File: config.mk
export PLATFORM = sky130hd
export DESIGN_NAME = clk_div_sched
export DESIGN_NICKNAME = d
export VERILOG_FILES = /design/src/rtl/clk_div_sched.sv
export SDC_FILE = /design/constraint.sdc
export NUM_CORES = 1
export LEC_CHECK = 0
export ABC_AREA = 1
export CORE_MARGIN = 4
export CORE_UTILIZATION = 47
export CTS_CLUSTER_DIAMETER = 120
export CTS_CLUSTER_SIZE = 14
export DETAILED_ROUTE_END_ITERATION = 16
export PLACE_DENSITY = 0.68
export SYNTH_ARGS = -nofsm -noshare
export SYNTH_HDL_FRONTEND = slang
export SYNTH_SLANG_ARGS = --single-unit
export TNS_END_PERCENT = 50
File: constraint.sdc
create_clock -name clk -period 2.7 [get_ports clk]
set_clock_uncertainty 0.1 [all_clocks]
set_input_delay 0.405 -clock clk [delete_from_list [all_inputs] [get_ports clk]]
set_output_delay 0.405 -clock clk [all_outputs]
set_load 0.005 [all_outputs]
File: src/rtl/clk_div_sched.sv
// clk_div_sched: run-time programmable clock divider controller.
// Accepts divide ratios over a valid/ready port. A ratio that arrives
// mid-period is held and applied only at the next period boundary, so
// clk_out never shows a runt pulse. Start and stop also happen only at
// period boundaries.
module clk_div_sched #(
  parameter int CNT_W   = 8,
  parameter int DEF_DIV = 2
) (
  input  logic             clk,
  input  logic             rstn,
  input  logic             i_en,
  input  logic             i_cfg_valid,
  input  logic [CNT_W-1:0] i_cfg_div,
  output logic             o_cfg_ready,
  output logic             o_cfg_err,
  output logic             o_clk_out,
  output logic             o_tick,
  output logic             o_busy,
  output logic [CNT_W-1:0] o_cur_div
);

  localparam logic [1:0] ST_IDLE = 2'd0;
  localparam logic [1:0] ST_RUN  = 2'd1;
  localparam logic [1:0] ST_PEND = 2'd2;

  localparam logic [CNT_W-1:0] C_ZERO = CNT_W'(0);
  localparam logic [CNT_W-1:0] C_ONE  = CNT_W'(1);
  localparam logic [CNT_W-1:0] C_TWO  = CNT_W'(2);
  localparam logic [CNT_W-1:0] C_DEF  = CNT_W'(DEF_DIV);

  // Length of the high phase for ratio n: ceil(n/2).
  function automatic logic [CNT_W-1:0] f_high_len(input logic [CNT_W-1:0] n);
    f_high_len = n - (n >> 1);
  endfunction

  logic [1:0]       r_state;
  logic [CNT_W-1:0] r_cnt;
  logic [CNT_W-1:0] r_cur_div;
  logic [CNT_W-1:0] r_pend_div;
  logic             r_clk_out;
  logic             r_tick;
  logic             r_cfg_err;
  logic             r_busy;

  logic [1:0]       w_state_nxt;
  logic [CNT_W-1:0] w_cnt_nxt;
  logic [CNT_W-1:0] w_cur_div_nxt;
  logic [CNT_W-1:0] w_pend_div_nxt;
  logic             w_clk_out_nxt;
  logic             w_tick_nxt;
  logic             w_cfg_err_nxt;
  logic             w_busy_nxt;

  logic             w_accept;
  logic             w_div_ok;
  logic             w_take;
  logic             w_cfg_bad;
  logic             w_last;
  logic [CNT_W-1:0] w_cnt_inc;

  // cfg_ready is a pure decode of the registered state.
  assign o_cfg_ready = (r_state != ST_PEND);

  assign w_accept  = i_cfg_valid & o_cfg_ready;
  assign w_div_ok  = (i_cfg_div >= C_TWO);
  assign w_take    = w_accept & w_div_ok;
  assign w_cfg_bad = w_accept & ~w_div_ok;
  // ">=" rather than "==" so a corrupted counter still closes the period.
  assign w_last    = (r_cnt >= (r_cur_div - C_ONE));
  assign w_cnt_inc = r_cnt + C_ONE;

  // Next-state decode: start/stop and ratio switches only at period boundaries.
  always_comb begin
    w_state_nxt    = r_state;
    w_cnt_nxt      = r_cnt;
    w_cur_div_nxt  = r_cur_div;
    w_pend_div_nxt = r_pend_div;
    w_clk_out_nxt  = r_clk_out;
    w_tick_nxt     = 1'b0;
    w_cfg_err_nxt  = w_cfg_bad;
    case (r_state)
      ST_IDLE: begin
        w_cnt_nxt      = C_ZERO;
        w_pend_div_nxt = C_ZERO;
        if (w_take) begin
          w_cur_div_nxt = i_cfg_div;
        end else begin
          w_cur_div_nxt = r_cur_div;
        end
        if (i_en) begin
          w_state_nxt   = ST_RUN;
          w_clk_out_nxt = 1'b1;
          w_tick_nxt    = 1'b1;
        end else begin
          w_state_nxt   = ST_IDLE;
          w_clk_out_nxt = 1'b0;
        end
      end
      ST_RUN, ST_PEND: begin
        if (w_last) begin
          // Boundary: a held ratio wins; otherwise a ratio offered right now
          // applies directly to the period that starts at this edge.
          if (r_state == ST_PEND) begin
            w_cur_div_nxt = r_pend_div;
          end else if (w_take) begin
            w_cur_div_nxt = i_cfg_div;
          end else begin
            w_cur_div_nxt = r_cur_div;
          end
          w_pend_div_nxt = C_ZERO;
          w_cnt_nxt      = C_ZERO;
          if (i_en) begin
            w_state_nxt   = ST_RUN;
            w_clk_out_nxt = 1'b1;
            w_tick_nxt    = 1'b1;
          end else begin
            w_state_nxt   = ST_IDLE;
            w_clk_out_nxt = 1'b0;
          end
        end else begin
          w_cnt_nxt     = w_cnt_inc;
          w_clk_out_nxt = (w_cnt_inc < f_high_len(r_cur_div));
          if (w_take) begin
            w_state_nxt    = ST_PEND;
            w_pend_div_nxt = i_cfg_div;
          end else begin
            w_state_nxt    = r_state;
            w_pend_div_nxt = r_pend_div;
          end
        end
      end
      default: begin
        w_state_nxt    = ST_IDLE;
        w_cnt_nxt      = C_ZERO;
        w_cur_div_nxt  = C_DEF;
        w_pend_div_nxt = C_ZERO;
        w_clk_out_nxt  = 1'b0;
      end
    endcase
    w_busy_nxt = (w_state_nxt != ST_IDLE);
  end

  // State and output registers with asynchronous active-low reset.
  always_ff @(posedge clk or negedge rstn) begin
    if (!rstn) begin
      r_state    <= ST_IDLE;
      r_cnt      <= C_ZERO;
      r_cur_div  <= C_DEF;
      r_pend_div <= C_ZERO;
      r_clk_out  <= 1'b0;
      r_tick     <= 1'b0;
      r_cfg_err  <= 1'b0;
      r_busy     <= 1'b0;
    end else begin
      r_state    <= w_state_nxt;
      r_cnt      <= w_cnt_nxt;
      r_cur_div  <= w_cur_div_nxt;
      r_pend_div <= w_pend_div_nxt;
      r_clk_out  <= w_clk_out_nxt;
      r_tick     <= w_tick_nxt;
      r_cfg_err  <= w_cfg_err_nxt;
      r_busy     <= w_busy_nxt;
    end
  end

  assign o_cfg_err = r_cfg_err;
  assign o_clk_out = r_clk_out;
  assign o_tick    = r_tick;
  assign o_busy    = r_busy;
  assign o_cur_div = r_cur_div;

endmodule

==> impl_metrics.py <==
metrics = {
    "outcome": {
        "outcome": "complete, no violations",
    },
    "clock_tree": {
        "clock-sinks": 30,
        "clockRootBuffer": "clkbuf_8",
        "cts.reportedPaths.clkPinSlew_ns": 0.07,
        "cts_buffers": 5,
        "clock_tree.buffer_depth": 2,
        "cts_tree": "yes",
        "cts-htree-levels": 2,
        "clk_latency_ns": 0.28,
        "hold_buffers": 0,
    },
    "global_route": {
        "grt_util_met2_pct": 29.88,
        "grt_pass1_vias": 1927,
        "grt-ovfl-total": 0,
        "use_met3_pct": 3.288,
        "grtUsageTotal_pct": 17.55,
        "grt_max_degree": 31,
        "busiest_layer": "met2",
        "grt_pass1_wl_um": 8652,
        "antenna_found_initial": 0,
        "use_met1_pct": 22.33,
    },
    "power": {
        "p_switching_mw": 1.620,
        "pwr-share-clk_pct": 11.1,
        "internal-power_mw": 1.865,
        "p_seq_share_pct": 19.5,
        "comb_power_share_pct": 69.4,
        "power_density_nw_per_um2": 1180,
        "ir_worst_vdd_uv": 499.2,
        "total_power_mw": 3.485,
        "p_sw_share_pct": 46.48,
        "p_leak_nw": 1.564,
    },
    "hold_path": {
        "hold_class": "input port to asynchronous set/reset pin",
    },
    "routing": {
        "drt_iter0_markers": 102,
        "vias_per_cell": 4.781,
        "drc": 0,
        "drt-wirelength-per-cell_um": 12.52,
        "wl_um": 5323,
        "detail_route.first_pass.iterations": 4,
        "ant_nets": 0,
        "vias": 2032,
    },
    "synth": {
        "ys_ff_latch": 30,
        "synth_top_area_share_pct": 30.75,
        "synthDistinctLibCells": 26,
        "netlist_area_um2": 2360,
        "synthTopCellsByArea": "dfrtp_1, ha_1, nand2_1, inv_1, xor2_1",
        "avgSynthCellArea_um2": 7.397,
        "synth_largest_area_cell": "dfrtp_1",
        "syn_inst": 319,
        "yosysWarnings": 0,
        "synth-seq-area-share_pct": 31.87,
        "synth_fp_nets": 366,
    },
    "die": {
        "num_io_pins": 25,
        "chipWidth_um": 78.86,
        "dieArea_um2": 6218,
        "rows": 25,
        "coreArea_um2": 4786,
        "start_util_pct": 49.31,
        "die_y_um": 78.86,
    },
    "setup_path": {
        "worstRegToRegCells": 16,
        "reg2reg_slack_ns": 0.08,
        "cp-start-kind": "flop",
        "rr_endpoint": "r_cnt[5]$_DFF_PN0_",
        "path_class": "flop to flop",
        "r2r-start": "o_cur_div[1]$_DFFE_PN1P_",
        "cp.required_ns": 2.80,
        "cp_max_fo": 5,
        "crit_path_end_kind": "flop",
        "cp.arrival_ns": 2.72,
    },
    "placed_design": {
        "gp_congestion": 0.8326,
        "io_buffers": 24,
        "dp_hpwl_um": 3853,
        "place_inst": 414,
    },
    "cells_and_area": {
        "drive_above_1_share_pct": 13.41,
        "regArea_um2": 752.0,
        "num-fill-cells": 436,
        "final_cells": 425,
        "area_delta_synth_final_pct": 25.13,
        "layout.nets": 404,
        "multi_input_area_um2": 1460,
        "diodes": 0,
    },
    "sta": {
        "worstMarginPinSlew_ns": 0.4683,
        "tns_ns": 0,
        "slew_viol_final": 0,
        "hold_violations": 0,
        "fmax_ghz": 0.3820,
        "holdWs_ns": 0.4106,
        "finalSetupViolCount": 0,
        "slew_headroom_pct": 68.70,
        "fin_crit_ns": 2.617,
        "rsz0062_at_grt": "yes",
        "fin_crit_sh_pct": 96.94,
    },
    "run": {
        "cap_violations": 0,
    },
}
-- synth_stat cells (all sizes together) --
cell type    n
nor3         3
nand2      111
nand3       12
o211ai       1
fa           1
inv         48
clkinv       1
o21ai        8
dfstp        1
nor3b        1
xor2        12
nand4        3
dfrtp       29
nor2        28
buf          3
a21o         1
xnor2        1
ha          34
o21bai       1
a21oi       20
-- placed cells by master (no fill, tap or decap), types with 4 or more instances in the layout --
| cell | instances |
|---|---|
| nor2_1 | 24 |
| nand2_1 | 106 |
| inv_1 | 43 |
| o21ai_2 | 6 |
| xor2_1 | 12 |
| ha_1 | 32 |
| nand3_1 | 10 |
| a21oi_1 | 16 |
| a21oi_2 | 4 |
| nand2_2 | 5 |
| clkdlybuf4s50_1 | 24 |
| inv_2 | 4 |
| dfrtp_1 | 29 |
| clkbuf_8 | 6 |
| buf_4 | 5 |
-- routing by layer --
layer	vias to the layer above	routed length, µm
li1	1068	-
met1	918	2449
met2	36	2568
met3	10	213
met4	0	92
met5	-	0
-- layout make-up --
class                   count  share of cell area, %
clock buffers               7                  2.924
flip-flops and latches     30                  25.47
multi-input cells         237                  49.45
repair buffers             34                  12.84
inverters                  49                  6.314
well taps                  67                  2.839
clock inverters             1                 0.1695
-- state kept, by name, indices dropped and copies added, names as in the netlist --
signal      flops
r_cnt           8
r_pend_div      8
o_tick          1
o_busy          1
r_state         2
o_clk_out       1
o_cur_div       8
o_cfg_err       1
-- critical path: stages, from the launching register on --
cell and delay, ns:
dfstp_2 0.55, inv_2 0.06, ha_1 0.18, nand2_1 0.08
nand2_2 0.07, nand2_2 0.06, nand2_1 0.06, xor2_1 0.16
ha_1 0.30, a21o_1 0.17, nand2_1 0.06, nand2_1 0.07
inv_2 0.08, nand3_4 0.11, buf_12 0.16, clkbuf_16 0.15
nor3_1 0.12
-- repair_timing --
item	CTS	global route
setup buffers	0	1
endpoints found under the setup margin	0	27
resized for setup	0	23
-- power by group through the flow --
stage | logic, mW | registers [mW] | clock network (mW)
2_1_floorplan | 1.44 | 0.697 | 0
3_3_place_gp | 1.95 | 0.682 | 0
3_5_place_dp | 1.99 | 0.685 | 0
4_1_cts | 2.00 | 0.676 | 0.389
5_1_grt | 2.75 | 0.698 | 0.414
6_report | 2.42 | 0.680 | 0.387
-- cells by family after synthesis --
group / Yosys count / synth area share (%)
xor gates and xnor gates: 13 / 4.825
buffers and inverters: 52 / 9.226
adders and majority gates: 35 / 18.88
and+or+nand+nor: 158 / 27.36
AOI/OAI and AO/OA: 31 / 7.848
DFF: 30 / 31.87
-- metrics by stage --
stage | setup slack (ns) | instance area, µm² | util, %
floorplan | 0.2341 | 2360 | -
global placement | 0.1205 | 2703 | 56.47
detailed placement | 0.03307 | 2703 | 56.47
CTS | 0.01721 | 2794 | 58.38
global route | -0.06168 | 2953 | 61.70
finish | 0.08253 | 2953 | 61.70
-- worst max-delay path by stage --
stage                                            to                     start
after floorplan           r_pend_div[5]$_DFFE_PN0P_  o_cur_div[1]$_DFFE_PN1P_
after global placement     o_cur_div[7]$_DFFE_PN0P_  o_cur_div[1]$_DFFE_PN1P_
after detailed placement   o_cur_div[6]$_DFFE_PN0P_  o_cur_div[1]$_DFFE_PN1P_
after CTS                  o_cur_div[6]$_DFFE_PN0P_  o_cur_div[1]$_DFFE_PN1P_
after global routing             r_cnt[5]$_DFF_PN0_  o_cur_div[1]$_DFFE_PN1P_
final                            r_cnt[5]$_DFF_PN0_  o_cur_div[1]$_DFFE_PN1P_
Note: power is estimated with default switching activity, not from simulation.
